`config.mk`:
```
export PLATFORM = sky130hd
export DESIGN_NAME = uart_rx_controller
export DESIGN_NICKNAME = d
export VERILOG_FILES = /design/src/rtl/uart_rx_controller.sv
export SDC_FILE = /design/constraint.sdc
export NUM_CORES = 1
export LEC_CHECK = 0
export CAP_MARGIN = 20
export CORE_ASPECT_RATIO = 0.6
export CORE_MARGIN = 2
export CORE_UTILIZATION = 41
export DETAILED_ROUTE_END_ITERATION = 10
export SLEW_MARGIN = 20
export SYNTH_ARGS = -nofsm -noshare
export SYNTH_HDL_FRONTEND = slang
export SYNTH_SLANG_ARGS = --single-unit
```
`constraint.sdc`:
```
create_clock -name clk -period 3.2 [get_ports clk]
set_clock_uncertainty 0.1 [all_clocks]
set_input_delay 0.64 -clock clk [delete_from_list [all_inputs] [get_ports clk]]
set_output_delay 0.64 -clock clk [all_outputs]
set_load 0.02 [all_outputs]
```
`src/rtl/uart_rx_controller.sv`:
```
// UART receiver: 2-flop rx synchronizer, oversampled frame FSM and one-entry holding register.
// Define UART_RX_PARITY_EN to add an even-parity bit after the data bits and the parity_err output.
module uart_rx_controller #(
  parameter int DBIT       = 8,
  parameter int OVERSAMPLE = 16,
  parameter int SB_TICK    = 16
) (
  input  logic            clk,
  input  logic            reset,
  input  logic            s_tick,
  input  logic            rx,
  output logic [DBIT-1:0] data_out,
  output logic            data_valid,
  input  logic            data_ready,
  output logic            rx_busy,
  output logic            frame_err,
  output logic            overrun_err
`ifdef UART_RX_PARITY_EN
  ,
  output logic            parity_err
`endif
);

  localparam int TICK_MAX = (OVERSAMPLE > SB_TICK) ? OVERSAMPLE : SB_TICK;
  localparam int TICK_W   = $clog2(TICK_MAX);
  localparam int BIT_W    = $clog2(DBIT + 1);

  localparam logic [TICK_W-1:0] HALF_LAST = TICK_W'(OVERSAMPLE / 2 - 1);
  localparam logic [TICK_W-1:0] BIT_LAST  = TICK_W'(OVERSAMPLE - 1);
  localparam logic [TICK_W-1:0] STOP_LAST = TICK_W'(SB_TICK - 1);
  localparam logic [BIT_W-1:0]  LAST_BIT  = BIT_W'(DBIT - 1);

  typedef enum logic [2:0] {
    IDLE   = 3'd0,
    START  = 3'd1,
    DATA   = 3'd2,
    STOP   = 3'd3
`ifdef UART_RX_PARITY_EN
    ,
    PARITY = 3'd4
`endif
  } state_t;

  state_t            state_r;
  logic              rx_meta_r;
  logic              rx_sync_r;
  logic [TICK_W-1:0] tick_cnt_r;
  logic [BIT_W-1:0]  bit_cnt_r;
  logic [DBIT-1:0]   shift_r;
`ifdef UART_RX_PARITY_EN
  logic              parity_bit_r;

  // Even parity: data bits plus parity bit must hold an even number of ones.
  function automatic logic parity_mismatch(input logic [DBIT-1:0] data, input logic par);
    return ^{data, par};
  endfunction
`endif

  // Two-flop synchronizer, preset to the idle (high) line level.
  always_ff @(posedge clk or posedge reset) begin
    if (reset) begin
      rx_meta_r <= 1'b1;
      rx_sync_r <= 1'b1;
    end else begin
      rx_meta_r <= rx;
      rx_sync_r <= rx_meta_r;
    end
  end

  // Frame sequencer, holding register and registered status pulses.
  always_ff @(posedge clk or posedge reset) begin
    if (reset) begin
      state_r      <= IDLE;
      tick_cnt_r   <= '0;
      bit_cnt_r    <= '0;
      shift_r      <= '0;
      data_out     <= '0;
      data_valid   <= 1'b0;
      rx_busy      <= 1'b0;
      frame_err    <= 1'b0;
      overrun_err  <= 1'b0;
`ifdef UART_RX_PARITY_EN
      parity_bit_r <= 1'b0;
      parity_err   <= 1'b0;
`endif
    end else begin
      frame_err   <= 1'b0;
      overrun_err <= 1'b0;
`ifdef UART_RX_PARITY_EN
      parity_err  <= 1'b0;
`endif
      // A load in STOP below overrides this consume.
      if (data_valid && data_ready) begin
        data_valid <= 1'b0;
      end else begin
        data_valid <= data_valid;
      end

      case (state_r)
        IDLE: begin
          if (!rx_sync_r) begin
            state_r    <= START;
            tick_cnt_r <= '0;
            rx_busy    <= 1'b1;
          end else begin
            rx_busy    <= 1'b0;
          end
        end

        START: begin
          if (s_tick) begin
            if (tick_cnt_r == HALF_LAST) begin
              tick_cnt_r <= '0;
              if (!rx_sync_r) begin
                state_r   <= DATA;
                bit_cnt_r <= '0;
              end else begin
                state_r   <= IDLE;
                rx_busy   <= 1'b0;
              end
            end else begin
              tick_cnt_r <= tick_cnt_r + 1'b1;
            end
          end
        end

        DATA: begin
          if (s_tick) begin
            if (tick_cnt_r == BIT_LAST) begin
              tick_cnt_r <= '0;
              shift_r    <= {rx_sync_r, shift_r[DBIT-1:1]};
              bit_cnt_r  <= bit_cnt_r + 1'b1;
              if (bit_cnt_r == LAST_BIT) begin
`ifdef UART_RX_PARITY_EN
                state_r <= PARITY;
`else
                state_r <= STOP;
`endif
              end
            end else begin
              tick_cnt_r <= tick_cnt_r + 1'b1;
            end
          end
        end

`ifdef UART_RX_PARITY_EN
        PARITY: begin
          if (s_tick) begin
            if (tick_cnt_r == BIT_LAST) begin
              tick_cnt_r   <= '0;
              parity_bit_r <= rx_sync_r;
              state_r      <= STOP;
            end else begin
              tick_cnt_r <= tick_cnt_r + 1'b1;
            end
          end
        end
`endif

        STOP: begin
          if (s_tick) begin
            if (tick_cnt_r == STOP_LAST) begin
              tick_cnt_r  <= '0;
              state_r     <= IDLE;
              rx_busy     <= 1'b0;
              data_out    <= shift_r;
              data_valid  <= 1'b1;
              frame_err   <= ~rx_sync_r;
              overrun_err <= data_valid & ~data_ready;
`ifdef UART_RX_PARITY_EN
              parity_err  <= parity_mismatch(shift_r, parity_bit_r);
`endif
            end else begin
              tick_cnt_r <= tick_cnt_r + 1'b1;
            end
          end
        end

        default: begin
          state_r    <= IDLE;
          tick_cnt_r <= '0;
          rx_busy    <= 1'b0;
        end
      endcase
    end
  end

endmodule

```
* Word-level counts from Yosys, hierarchy flattened
Index checks and enable logic that the tools add are counted.
** Storage, ports and cells
- Input bits :: 5
- Register bits after elaboration :: 33
- Word-level logic and storage cells :: 82
** Operators by class
- Muxes and demuxes :: 38
- Reductions and logical operators :: 10
- Add/sub/neg operators :: 2
- Eq/ne operators :: 17
- Bitwise gates (word level) :: 4
** Operators by type and width (count)
- 4-bit two-way mux :: 9
- 3-bit two-way mux :: 8
- 2-bit inequality test (second input constant) :: 10
- 1-bit two-way mux :: 16
- 3-bit case mux with 4 select lines :: 1
- 4-bit case mux with 3 select lines :: 1
- 6-bit AND reduction :: 2
- 3-bit AND reduction :: 3
- 4-bit by 1-bit adder with 4-bit output (second input constant) :: 2
- 4-bit by 3-bit == test with 1-bit output (second input constant) :: 2
- 4-bit case mux with 2 select lines :: 1
- 8-bit AND reduction :: 1
- 3-bit by 2-bit == test with 1-bit output (second input constant) :: 2
- 4-bit == test (second input constant) :: 1
- 1-bit case mux with 4 select lines :: 1
- 3-bit by 1-bit == test with 1-bit output (second input constant) :: 1
- 3-bit zero test :: 1
- 1-bit NOT :: 3
- 2-bit two-way mux :: 1
- 2-bit by 1-bit inequality test with 1-bit output (second input constant) :: 1
- 2-bit nonzero test :: 1
- 2-bit OR reduction :: 1
- 1-bit AND :: 1
- 1-bit logical AND :: 1

* Depth between registers and ports, before layout
Gate-level depths: netlist of the first run.
- Word-level depth :: 5
- Mapped depth :: 5
- Gate-level depth less buffers :: 4

* Worst setup path after synthesis of the first run
No wires, ideal clock.
- Path type :: input -> register
- Start :: in s_tick
- End :: reg data_out[0]
- Stages on the path :: 4
- Slack :: 1.556 ns
- Setup time :: 0.125 ns
- Data arrival time :: 1.419 ns
- Path through :: nand3_4 > or2_4 > buf_6 > mux2_4
** On the way
- Cells in the longest elaborated chain, start to end :: 1
** RTL lines
- start: declaration :: line 10 : input logic s_tick,
- 3-bit AND reduction (no source line)
- end signal: assignment :: line 166 : data_out <= shift_r;
- end: declaration :: line 12 : output logic [DBIT-1:0] data_out,
No other way between the ends.
A chain may end at the register's enable or synchronous reset.

* Worst setup path after layout of the first run
- Start :: in s_tick
- End :: reg shift_r[5]
** On the way
- Cells in the longest elaborated chain, start to end :: 1
** RTL lines
- 3-bit AND reduction (no source line)
- end signal: assignment :: line 131 : shift_r <= {rx_sync_r, shift_r[DBIT-1:1]};
- end: declaration :: line 49 : logic [DBIT-1:0] shift_r;
No other way between the ends.

==> metrics, run 1 <==
footprint of the multi-input gates 594 sq um; register area 803 sq um; Layout area overhead 20.2%; met3 usage 5.13%; Setup CP Type input pin to register; Fillers 287; Layout Utilization 52.4%; number of global-route vias before repair 958; post-detail-place hpwl 1760 um; die area 4020 sq um; slowest stage delay, CP 0.63 ns; hold path depth 0; core area 3300 sq um; RSZ-0062 raised after global routing no; startpoint of the worst hold path rx_meta_r; crit path capture type register; period utilization 66.3%; met1 Use GR 22.7%; #FFs+latches synth 32; nets@finish 142; Clk pwr share 28.7%; initial antenna violation count 0; Most Crowded Layer GR met1; GR Overflow Total 0; H-tree depth 2; Gate Count Post-Synth 115; WL per Instance 14.6 um; final setup vio count 0; fmax 472 MHz; ANT nets after route 0; CP max FO 8; Post-Syn Nets 122; critical path cell sequence clkdlybuf4s50_1 -> nand3_4 -> nor2_2 -> mux2_2; GP Congestion 0.881; cell area power density 630 nW/um^2; max-slew violations 0; Clk Latency, worst-skew pair 0.28 ns; Die W 80.5 um; clock slew at reported path FFs 0.06 ns; status completed; CTS tree done; Die Ht 49.9 um; Post-CTS Hold Fix Bufs 0; max cap viols 0; Logic pwr share 19.5%; endpoints failing hold 0; # IOs 17; VDD IR-drop max 0.332 mV; worst-case clock buffer depth 2; proportion of layout cells with a drive suffix above 1 20.6%; clock sink count 32; Net Sw Power 0.357 mW; # DRC 0; R2R Setup Slk 1.38 ns; Min-Delay Path Class register to register; Synth area leader dfrtp_1; cell area after synthesis 1440 sq um; Sw Share 32.8%; Starting Density 43.6%; grt met2 use 20.1%; number of diodes 0; post-synthesis sequential area ratio 55.8%; Routed WL 2650 um; Synth Warn # 0; DR pass1 iterations 4; Leak 0.789 nW; FF-to-FF Start state_r[1]; total number of vias 971; RR Endpoint shift_r[5]; minimum clock period 2.12 ns; worst path required time 3.26 ns; sum of negative setup slack 0 ns; Avg Vias per Cell 5.36; R2R depth 3; Port Buffers 16; cts repair resizes 0; Pwr Total 1.09 mW; final hold slack 0.256 ns; 1st-iter DRT viols 87; site row count 16; part of the power in registers 51.7%; Unique masters post-synth 39; slowest CP cell clkdlybuf4s50_1; Max transition margin 70.1%; Root Driver clkbuf_8; CTS Buf Count 5; top cell type's share of synthesized area 52.1%; Internal Power 0.732 mW; Worst-Margin Slew 0.448 ns; worst path arrival time 2.18 ns; Startpoint Class input pin; Hold Crit Endpoint rx_sync_r; Syn Area/Cell 12.5 sq um; pin count of the biggest net entering global routing 33; Post-CTS Repair Setup Buffers 0; All-Layer GR Usage 15.8%; largest cells by area after synthesis dfrtp_1, mux2_4, mux2_2; first-pass GRT wire length 4640 um
[per-stage QoR]
stage,instances,area (sq um),setup slack [ns]
CTS,181,1730,1.08
global placement,173,1640,0.875
detailed placement,173,1640,0.782
global route,181,1730,1.02
finish,181,1730,1.08
floorplan,115,1440,1.56
[registers in the layout, indices dropped and copies added (netlist names)]
name and count:
state_r 2, rx_sync_r 1, data_valid 1, tick_cnt_r 4, overrun_err 1, frame_err 1
rx_meta_r 1, data_out 8, shift_r 8, rx_busy 1, bit_cnt_r 4
[power by group through the flow]
stage	clock network (mW)	logic, mW	registers (mW)
5_1_grt	0.342	0.248	0.576
2_1_floorplan	0	0.195	0.516
3_5_place_dp	0	0.212	0.568
6_report	0.313	0.213	0.564
4_1_cts	0.323	0.214	0.561
3_3_place_gp	0	0.208	0.563
[per-layer routing]
layer	part of all wire [%]	vias to the layer above
li1	-	460
met1	52	469
met2	40	35
met3	5.6	7
met4	2.5	0
met5	0	-
[worst max path at each step]
| stage | cells past startpoint | end | start | slack, ns |
|---|---|---|---|---|
| after floorplan | 4 | data_out[0] | s_tick | 1.56 |
| after global placement | 4 | shift_r[4] | s_tick | 0.88 |
| after detailed placement | 4 | shift_r[3] | s_tick | 0.78 |
| after CTS | 4 | shift_r[3] | s_tick | 1.08 |
| after global routing | 4 | shift_r[3] | s_tick | 1.02 |
| final | 4 | shift_r[5] | s_tick | 1.08 |
[cells by family after synthesis]
kind of cell,after synthesis,synth area share [%]
flops,32,55.8
compound gates,23,10.9
fa+ha+maj,2,1.74
xor+xnor,1,0.608
mux,17,15.0
buf+inv,9,2.95
simple gates,31,12.9
[final cells by class]
type                            instances  area share, %
Inverter                                5           1.08
Multi-Input combinational cell         74           34.3
Sequential cell                        32           46.4
Clock buffer                            8           5.21
Timing Repair Buffer                   17           9.69
Tap cell                               45           3.25
[cell usage in the layout, fill, tap and decap left out, drive strengths merged]
cell	Yosys	layout
or3	1	1
nand3	9	9
o211ai	2	2
or4b	1	1
mux2i	1	1
clkbuf	2	8
or2	1	1
a21boi	1	1
xor2	1	1
and3	2	2
nand2	3	3
o2bb2ai	1	1
nor2b	2	2
a311oi	1	1
and2b	1	1
dfstp	2	2
ha	2	2
a31oi	3	3
nor2	6	6
mux2	16	16
nor3	1	1
o21a	1	1
inv	5	5
a2bb2oi	1	1
clkdlybuf4s50	0	16
o2111ai	2	2
nand2b	2	2
a41oi	1	1
a21oi	2	2
a211oi	1	1
o21ai	6	6
nor4bb	1	1
a32oi	1	1
nand3b	1	1
buf	2	1
dfrtp	30	30
[cells in the mapped netlist]
cell / n
and3_1: 2
inv_1: 5
o2bb2ai_1: 1
mux2i_1: 1
nor4bb_1: 1
or2_4: 1
and2b_1: 1
xor2_1: 1
buf_2: 1
mux2_2: 9
o21ai_0: 6
mux2_4: 7
or4b_1: 1
nand3_4: 1
o211ai_1: 2
nor2_1: 5
a31oi_1: 3
nor2_2: 1
or3_1: 1
a2bb2oi_1: 1
o21a_1: 1
nor3_1: 1
buf_6: 1
nand2b_1: 2
a32oi_1: 1
nand2_1: 3
clkbuf_1: 2
a211oi_1: 1
o2111ai_1: 2
dfstp_2: 2
a21boi_0: 1
nor2b_1: 2
dfrtp_1: 30
ha_1: 2
a41oi_1: 1
nand3_1: 8
a311oi_1: 1
a21oi_1: 2
nand3b_1: 1
[worst max-delay path, delay by kind of cell]
kind	cells	cell delay (ns)
buf+inv	1	0.63
mux	1	0.38
simple gates	2	0.52
(Power assumes the default switching activity.)
==> run 2: changes to the inputs <==
clock period = 1.9 ns   (was 3.2 ns; I/O delays follow)
==> metrics, run 2 (same netlist as run 1, synthesis figures left out) <==
status completed; sum of negative setup slack 0 ns (unchanged); initial antenna violation count 0 (unchanged); RR Endpoint data_out[5]; Min-Delay Path Class register to register; Clk Latency, worst-skew pair 0.28 ns (about the same); Die Ht 49.9 um (unchanged); Hold Crit Endpoint rx_sync_r; Fillers 281 (-2.1%); slowest CP cell clkdlybuf4s50_1; commonest cells after routing, fill and taps aside dfrtp_1, clkdlybuf4s50_1, mux2_2, buf_4, nand3_1; All-Layer GR Usage 15.2% (-0.59 points); startpoint of the worst hold path rx_meta_r; Starting Density 43.6% (unchanged); 1st-iter DRT viols 85 (-2.3%); Routed WL 2610 um (-1.5%); nets@finish 151 (+6.3%); worst path required time 1.42 ns (-1.84 ns); GP Congestion 0.834 (-5.4%); worst path arrival time 1.26 ns (-0.92 ns); R2R Setup Slk 0.23 ns (-1.15 ns); Startpoint Class register; final hold slack 0.255 ns (-0.000631 ns); Die W 80.5 um (unchanged); cts repair resizes 0 (unchanged); minimum clock period 1.74 ns; CTS Buf Count 5 (unchanged); Pwr Total 1.99 mW (+83%); Max transition margin 74.4% (+4.3 points); post-detail-place hpwl 1860 um (+5.4%); die area 4020 sq um (unchanged); proportion of layout cells with a drive suffix above 1 26.9% (+6.3 points); DR pass1 iterations 4 (unchanged); Post-CTS Hold Fix Bufs 0 (unchanged); final setup vio count 0 (unchanged); RSZ-0062 raised after global routing no; number of diodes 0 (unchanged); Crit path buffers/inverters 1 (unchanged); Layout area overhead 27.2%; Worst-Margin Slew 0.384 ns (-0.0642 ns); total number of vias 1003 (+3.3%); clock slew at reported path FFs 0.07 ns (about the same); Leak 0.844 nW (+6.9%); Post-CTS Repair Setup Buffers 0 (unchanged); endpoints failing hold 0 (unchanged); core area 3300 sq um (unchanged); # DRC 0 (unchanged); # IOs 17 (unchanged); max-slew violations 0 (unchanged); CP max FO 2 (-6); clock sink count 32 (unchanged); Port Buffers 16 (unchanged); WL per Instance 13.7 um (-6.2%); CP top delay family buffers and inverters; fmax 574 MHz; Avg Vias per Cell 5.28 (-1.6%); H-tree depth 2 (unchanged); worst-case clock buffer depth 2 (unchanged); crit path capture type output port; VDD IR-drop max 0.459 mV (+38%); max cap viols 0 (unchanged); number of global-route vias before repair 919 (-4.1%); ANT nets after route 0 (unchanged); first-pass GRT wire length 4490 um (-3.4%); Setup CP Type register to output port; CTS tree done; FF-to-FF Start tick_cnt_r[0]; Root Driver clkbuf_8; most common cell after layout, fill and taps aside dfrtp_1; cell area power density 1090 nW/um^2 (+73%); hold path depth 0 (unchanged); critical path cell sequence clkdlybuf4s50_1; period utilization 91.7%; Worst Setup SP data_out[7]; site row count 16 (unchanged); GR Overflow Total 0 (unchanged); slowest stage delay, CP 0.61 ns (-0.02 ns); pin count of the biggest net entering global routing 33 (unchanged); biggest regs data_out x8, shift_r x8; R2R depth 4 (+1)
run 2: cell count changes in the layout (fill, tap and decap cells not counted), sizes merged:
cell      before  now
buf            1   10
bufinv         0    1
clkbuf         8    5
clkinv         0    1
clkinvlp       0    1
run 2: area by class of cell:
cell class | instances | area, sq um | area share, %
inverter | 5 | 18.8 | 1.02
multi-input combinational | 74 | 594 | 32.4
clock inverter | 3 | 42.5 | 2.32
tap | 45 | 56.3 | 3.07
clock buffer | 5 | 68.8 | 3.76
sequential | 32 | 803 | 43.9
timing repair buffer | 26 | 248 | 13.5
run 2: layer usage:
metal  GRT usage, %  routed length (um)  vias up
li1               -                   -      477
met1           23.3                1360      497
met2           18.6                1050       25
met3           5.68                 160        4
met4           6.78                  38        0
met5              0                   0        -
run 2: through the flow:
step	std cells	area, sq um	util (%)	setup WS, ns
after floorplan	115	1440	-	0.269
final	190	1830	55.5	0.159
after detailed placement	182	1720	52.1	0.00390
after CTS	190	1830	55.5	0.138
after global placement	182	1720	52.1	0.0159
after global routing	190	1830	55.5	0.121
run 2: how the worst max path moves through the flow:
stage | end | slack (ns) | cells past startpoint
after detailed placement | data_out[7] | 0.004 | 4
final | data_out[7] | 0.16 | 1
after CTS | data_out[7] | 0.14 | 1
after floorplan | data_out[0] | 0.27 | 5
after global routing | bit_cnt_r[1] | 0.12 | 5
after global placement | data_out[4] | 0.02 | 4
run 2: where the power goes:
group          internal [mW]  switching, mW
Clock                  0.387          0.242
Sequential             0.771          0.111
Combinational          0.215          0.268
Total                   1.37          0.622
==> run 3: changes to the inputs <==
TNS_END_PERCENT = 100   (was not set)
clock period = 1.88 ns   (was 1.9 ns; I/O delays follow)
==> metrics, run 3 (same netlist as run 1, synthesis figures left out) <==
slowest CP cell clkdlybuf4s50_1; Leak 0.849 nW (+0.65%); Root Driver clkbuf_8; number of diodes 0 (unchanged); GR Overflow Total 0 (unchanged); die area 4020 sq um (unchanged); cell area power density 1110 nW/um^2 (+1.5%); WL per Instance 14.1 um (+2.9%); VDD IR-drop max 0.512 mV (+12%); Port Buffers 16 (unchanged); endpoints failing hold 0 (unchanged); 1st-iter DRT viols 79 (-7.1%); pin count of the biggest net entering global routing 33 (unchanged); status completed; Pwr Total 2.03 mW (+1.9%); max-slew violations 0 (unchanged); CP top delay family buffers and inverters; R2R Setup Slk 0.20 ns (-0.03 ns); Min-Delay Path Class register to register; Clk Latency, worst-skew pair 0.29 ns (about the same); CTS Buf Count 5 (unchanged); minimum clock period 1.74 ns; RSZ-0062 raised after global routing no; R2R depth 4 (unchanged); final setup vio count 0 (unchanged); Hold Crit Endpoint rx_sync_r; initial antenna violation count 0 (unchanged); H-tree depth 2 (unchanged); biggest regs data_out x8, shift_r x8; Crit path buffers/inverters 1 (unchanged); Startpoint Class register; Die Ht 49.9 um (unchanged); Starting Density 43.6% (unchanged); RR Endpoint data_out[1]; worst path arrival time 1.26 ns (about the same); fmax 575 MHz; GP Congestion 0.825 (-1.0%); Setup CP Type register to output port; post-detail-place hpwl 1880 um (+0.90%); number of global-route vias before repair 939 (+2.2%); period utilization 92.4%; commonest cells after routing, fill and taps aside dfrtp_1, clkdlybuf4s50_1, buf_4; Worst-Margin Slew 0.395 ns (+0.0112 ns); Avg Vias per Cell 5.31 (+0.67%); # DRC 0 (unchanged); first-pass GRT wire length 4710 um (+4.9%); ANT nets after route 0 (unchanged); startpoint of the worst hold path rx_meta_r; Post-CTS Repair Setup Buffers 0 (unchanged); nets@finish 152 (+0.66%); clock slew at reported path FFs 0.06 ns (about the same); crit path capture type output port; slowest stage delay, CP 0.61 ns (about the same); most common cell after layout, fill and taps aside dfrtp_1; Post-CTS Hold Fix Bufs 0 (unchanged); Max transition margin 73.7% (-0.75 points); worst path required time 1.40 ns (-0.02 ns); CP max FO 2 (unchanged); Layout Utilization 55.7% (+0.23 points); total number of vias 1015 (+1.2%); max cap viols 0 (unchanged); # IOs 17 (unchanged); core area 3300 sq um (unchanged); cts repair resizes 0 (unchanged); FF-to-FF Start tick_cnt_r[0]; Die W 80.5 um (unchanged); site row count 16 (unchanged); clock sink count 32 (unchanged); proportion of layout cells with a drive suffix above 1 27.4% (+0.50 points); CTS tree done; Layout area overhead 27.7%; hold path depth 0 (unchanged); All-Layer GR Usage 16.1% (+0.85 points); critical path cell sequence clkdlybuf4s50_1; Routed WL 2700 um (+3.5%); DR pass1 iterations 4 (unchanged); worst-case clock buffer depth 2 (unchanged)
## run 3: cell types whose count changed in the layout (fill, tap and decap cells not counted), sizes merged
cell and delta:
buf +1
## run 3: worst max-delay path by stage
stage                              from          end  slack [ns]  cells after the start
after global routing        data_out[5]  data_out[5]        0.09                      1
final                       data_out[5]  data_out[5]        0.14                      1
after global placement           s_tick  data_out[4]       0.001                      4
after CTS                   data_out[5]  data_out[5]        0.12                      1
after floorplan           tick_cnt_r[0]  data_out[0]        0.25                      5
after detailed placement         s_tick  data_out[5]       -0.02                      4
## run 3: layout make-up
class                   instances  area (sq um)
well taps                      45          56.3
clock buffers                   5          68.8
clock inverters                 3          42.5
fillers                       277          1460
flip-flops and latches         32           803
inverters                       5          18.8
repair buffers                 27           255
multi-input cells              74           594
## run 3: metal layers
layer  global-route usage [%]  part of all wire (%)  up-vias
met5                        0                     0        -
met4                     8.47                   2.3        0
met3                     4.58                   4.2        7
met2                     19.4                    39       23
met1                     25.1                    54      507
li1                         -                     -      478
## run 3: report_power, final
group | total (mW) | switching (mW) | internal [mW] | leakage (nW)
Combinational | 0.489 | 0.270 | 0.219 | 0.374
Clock | 0.653 | 0.261 | 0.392 | 0.0541
Sequential | 0.891 | 0.112 | 0.779 | 0.422
## run 3: stage by stage
step           setup TNS [ns]  std cells  setup slack, ns  hold WS, ns  cell area [sq um]
2_1_floorplan               0        115            0.249        0.245               1440
3_3_place_gp                0        183         0.000975        0.247               1730
5_1_grt                     0        191           0.0938        0.261               1840
3_5_place_dp          -0.0600        183          -0.0162        0.247               1730
6_report                    0        191            0.142        0.256               1840
4_1_cts                     0        191            0.125        0.257               1840
## run 3: worst register-to-register path: stages (launching register included)
cell and delay (ns):
dfrtp_1 0.42, ha_1 0.28, nand3_4 0.10, or2_4 0.35, mux2_4 0.32
